$ cat src/rtl/message_pkg.sv
// message_pkg: message constant, control characters and index-based state encoding shared by matcher and transmitter
package message_pkg;
    localparam int MSG_LEN = 16;
    localparam logic [7:0] LF = 8'h0A;
    localparam logic [7:0] CR = 8'h0D;
    localparam logic [0:MSG_LEN-1][7:0] MSG = {"Hello ", LF, CR, "World!", LF, CR};
    localparam logic [3:0] IDX_IDLE = 4'd0;
    localparam logic [3:0] IDX_LAST = 4'(MSG_LEN - 1);
endpackage

$ cat src/rtl/message_char_lut.sv
// message_char_lut: combinational lookup of the expected message byte at a given position
module message_char_lut
    import message_pkg::*;
(
    input  logic [3:0] idx,
    output logic [7:0] ch
);
    assign ch = MSG[idx];
endmodule

$ cat src/rtl/message_matcher.sv
// message_matcher: detects in-order "Hello \n\rWorld!\n\r" in an RX byte stream, with idle timeout; MESSAGE_MATCHER_CASE_FOLD_EN enables ASCII case-insensitive compare
module message_matcher
    import message_pkg::*;
#(
    parameter int TIMEOUT_CYCLES = 50000,
    parameter int COUNT_W = 8
) (
    input  logic               clk,
    input  logic               rst,
    input  logic [7:0]         rx_data,
    input  logic               new_rx_data,
    output logic               match,
    output logic [COUNT_W-1:0] match_count,
    output logic [3:0]         index,
    output logic               busy,
    output logic               timeout
);
    logic [7:0]  exp_ch, rx_c, exp_c, h_c;
    logic [15:0] idle_cnt, idle_cnt_nxt;
    logic [3:0]  index_nxt;
    logic        eq, restart, hit, idle_hit;

    message_char_lut u_lut (.idx(index), .ch(exp_ch));

`ifdef MESSAGE_MATCHER_CASE_FOLD_EN
    function automatic logic [7:0] fold(input logic [7:0] c);
        return (c >= 8'h41 && c <= 8'h5A) ? (c | 8'h20) : c;
    endfunction
    assign rx_c  = fold(rx_data);
    assign exp_c = fold(exp_ch);
    assign h_c   = fold(MSG[0]);
`else
    assign rx_c  = rx_data;
    assign exp_c = exp_ch;
    assign h_c   = MSG[0];
`endif

    assign busy = index != IDX_IDLE;

    // compare/restart/timeout decisions; 'H' never recurs so restart needs no prefix table
    always_comb begin
        eq           = rx_c == exp_c;
        restart      = rx_c == h_c;
        hit          = new_rx_data && eq && index == IDX_LAST;
        idle_hit     = !new_rx_data && busy && idle_cnt == 16'(TIMEOUT_CYCLES - 1);
        index_nxt    = new_rx_data ? (eq ? (hit ? IDX_IDLE : index + 4'd1) : (restart ? 4'd1 : IDX_IDLE))
                                   : (idle_hit ? IDX_IDLE : index);
        idle_cnt_nxt = (new_rx_data || !busy || idle_hit) ? 16'd0 : idle_cnt + 16'd1;
    end

    // registered progress, pulses and saturating match counter
    always_ff @(posedge clk) begin
        if (rst) begin
            index       <= IDX_IDLE;
            idle_cnt    <= 16'd0;
            match       <= 1'b0;
            timeout     <= 1'b0;
            match_count <= '0;
        end else begin
            index    <= index_nxt;
            idle_cnt <= idle_cnt_nxt;
            match    <= hit;
            timeout  <= idle_hit;
            if (hit && !(&match_count))
                match_count <= match_count + 1'b1;
        end
    end
endmodule

$ cat config.mk
export PLATFORM = sky130hd
export DESIGN_NAME = message_matcher
export DESIGN_NICKNAME = d
export VERILOG_FILES = /design/src/rtl/message_pkg.sv /design/src/rtl/message_char_lut.sv /design/src/rtl/message_matcher.sv
export SDC_FILE = /design/constraint.sdc
export NUM_CORES = 1
export LEC_CHECK = 0
export CAP_MARGIN = 10
export CORE_MARGIN = 1
export CORE_UTILIZATION = 53
export CTS_CLUSTER_SIZE = 16
export DETAILED_ROUTE_END_ITERATION = 10
export PLACE_DENSITY = 0.9
export SETUP_SLACK_MARGIN = 0.2
export SLEW_MARGIN = 20
export SYNTH_ARGS = -nofsm -noshare
export SYNTH_HDL_FRONTEND = slang
export SYNTH_HIERARCHICAL = 1
export SYNTH_SLANG_ARGS = --single-unit
$ cat constraint.sdc
create_clock -name clk -period 3.91 [get_ports clk]
set_input_delay 0.5865 -clock clk [delete_from_list [all_inputs] [get_ports clk]]
set_output_delay 0.5865 -clock clk [all_outputs]
set_load 0.01 [all_outputs]
==> flow_summary.ini <==
[synthesis]
ys_ff_latch = 30
synthTopCellsByArea = dfxtp_1, xor2_1, ha_1
synth_top_family_by_area = simple AND/OR/NAND/NOR gates
yosys.area_share.adder = 0.05904
yosysTopAreaCell = dfxtp_1
muxShareOfSynthArea = 0.05535
synth_xor_area_frac = 0.1188
synth-simple-area-share = 0.2819
synth_compound_area_frac = 0.08856
synth_nets = 214
syn_area_sq_um = 1695
synth_top_area_share = 0.3542
synthCells = 195
synth_area_per_cell_sq_um = 8.694
synth-async-reset-ratio = 0
yosysUniqueCellTypes = 42
yosys_most_used_dff = dfxtp_1
synth_edf_count = 0
seq_area_frac_synth = 0.3542
yosys_warnings = 6

[die]
start_util = 0.5553
die_h_um = 58.56
coreArea_sq_um = 3053
ios = 26
die_width_um = 58.56
dieArea_sq_um = 3429
rows = 20

[clock_network]
cts-resized-gates = 0
cts_sinks = 30
holdBufCountCts = 0
post_cts_buffers = 0
insertion_delay_ps = 330
numCtsBuffers = 5
root_buffer = clkbuf_4
clkTransAtPathRegs_ps = 100
cts_tree = done
cts_max_level = 2
clockBufferDepth = 2

[timing]
worst_slew_margin_rel = 0.6330
max_freq_ghz = 0.3133
finalSetupTns_ps = 0
slew_violations = 0
rsz0062_at_grt = false
period_minus_slack_ps = 3192
hold_viol_final = 0
min_period_over_period = 0.8165
worstMarginPinSlew_ps = 548.8
setup_viol = 0
fin_skew_ps = 6.540

[pwr]
irDropWorstVdd_v = 0.0002625
power_density_nw_per_um2 = 280.0
leakagePower_nw = 0.7024

[setup_path]
timing.rr.end = match_count[7]
crit_path_end = match_count[7]
startpoint = index[1]
r2r_cells = 9
cp.required_ps = 4170
rrSetupSlack_ps = 720
critical_path_arrival_ps = 3450
cp_cell_sequence = inv_2, ha_1, inv_1, mux4_2, xor2_1, nor4_4, nand4_2, or4_1, a21oi_1
path_max_fanout = 14
worst_path_max_delay_cell = dfxtp_1
start_kind = register
critPathKind = reg2reg
endpoint_kind = register
r2r-start = index[1]
cp_slowest_stage_delay_ps = 580

[job]
drv_cap = 0

[place]
io_buffers = 25
placed_cell_area_sq_um = 1971
dp_cells = 260
hpwlAfterDp_mm = 2.440
place_congestion = 0.8618

[global_routing]
antenna_found_initial = 0
grt_usage = 0.2236
grt_pass1_wl_mm = 5.858
grt_max_degree = 17
grt_overflow = 0
grt_pass1_vias = 1340

[detailed_routing]
finalWirelength_mm = 3.328
via_count = 1440
post_drt_wl_per_cell_um = 12.42
vias_per_cell = 5.373
first_pass_iters = 4
antenna_left = 0
drt_drc_violations_left = 0
drtIter0Drc = 58

[finish]
flow.area_growth_from_synthesis_pct = 20.81
layoutNonFillerInstCount = 268
final_nets = 242
antenna_cells = 0
design_area_sq_um = 2048
drive_gt1_frac = 0.07589
utilization = 0.6709

[hold_path]
hp-class = reg2reg

[outcome]
status = complete, no violations
-- state kept, by name (all words and copies together), names as in the netlist --
signal	count
idle_cnt	16
index	4
match	1
match_count	8
timeout	1
-- how the worst min path moves through the flow --
stage / start / endpoint / slack [ps] / cells past startpoint
finish: idle_cnt[0] / idle_cnt[0] / 480 / 1
global route: idle_cnt[0] / idle_cnt[0] / 530 / 1
CTS: idle_cnt[0] / idle_cnt[0] / 480 / 1
detailed placement: idle_cnt[0] / idle_cnt[0] / 450 / 1
global placement: idle_cnt[0] / idle_cnt[0] / 450 / 1
floorplan: idle_cnt[0] / idle_cnt[0] / 430 / 1
-- layer usage --
metal | GRT usage | routed length [um] | share of wire | vias to the layer above
met5 | 0 | 0 | 0 | -
li1 | - | - | - | 737
met1 | 0.2753 | 1522 | 0.46 | 663
met3 | 0.04615 | 153 | 0.046 | 4
met2 | 0.3859 | 1622 | 0.49 | 36
met4 | 0.08163 | 28 | 0.0084 | 0
-- synthesized netlist by cell type (2+ instances only) --
master    number
o31ai_1        2
nor4b_1        2
or4_1          2
nand4_1        4
nor4_1         3
inv_1          7
mux2i_1        6
and3_1         6
clkbuf_1       2
a31oi_1        2
o21ai_0        6
or3_2          2
or3_1          2
ha_1           8
a21o_1         2
or2b_1         2
nand2_1       10
nor2_1        26
nor3b_1        2
xnor2_1        7
nand3_1       13
xor2_1        16
dfxtp_1       30
buf_6          2
nor3_1         4
a21oi_1       10
nand2b_1       2
-- kinds of logic (layout without fill, tap and decap cells) --
| family | after synthesis | count (layout) |
|---|---|---|
| other | 1 | 1 |
| adders and majority gates | 8 | 8 |
| and+or+nand+nor | 87 | 87 |
| buffers and inverters | 13 | 42 |
| AOI/OAI and AO/OA | 25 | 25 |
| xor gates and xnor gates | 23 | 23 |
| muxes | 8 | 8 |
| DFF | 30 | 30 |
-- where the power goes --
group | switching, mW | total (mW) | internal, mW
combinational | 0.0126 | 0.0265 | 0.0138
sequential | 0.0000992 | 0.305 | 0.305
clock | 0.109 | 0.242 | 0.132
-- metrics by stage --
| step | power, mW | worst slack, ps | hold WS (ps) |
|---|---|---|---|
| global route | 0.5967 | 497.6 | 528.0 |
| finish | 0.5735 | 717.7 | 476.5 |
| CTS | 0.5769 | 716.5 | 478.6 |
| global placement | 0.3387 | 849.6 | 445.2 |
| detailed placement | 0.3388 | 734.8 | 454.6 |
| floorplan | 0.3247 | 1105 | 430.3 |
-- cell usage in the layout (no fill, tap or decap), drive strengths merged, types with 7 or more instances in the layout --
cell type / netlist / routed
dfxtp: 30 / 30
nor2: 26 / 26
clkdlybuf4s50: 0 / 25
xor2: 16 / 16
nand3: 13 / 13
nand2: 10 / 10
a21oi: 10 / 10
ha: 8 / 8
inv: 8 / 8
xnor2: 7 / 7
-- worst max-delay path: cells and delay by family, from the launching register on --
kind,cells,cell delay [ps]
multiplexers,1,460
flip-flops,1,580
AND/OR/NAND/NOR,3,1260
AO/OA/AOI/OAI,1,140
XOR/XNOR,1,200
buffers and inverters,2,160
adder cells (fa/ha/maj),1,310
-- layout make-up --
cell class                 instances  area (sq um)
clock buffer                       5         37.54
clock inverter                     3         40.04
fill                             262          1005
inverter                           8         30.03
multi-input combinational        152          1027
sequential                        30         600.6
tap                               44         55.05
timing repair buffer              26         257.7
(Power assumes the default switching activity.)
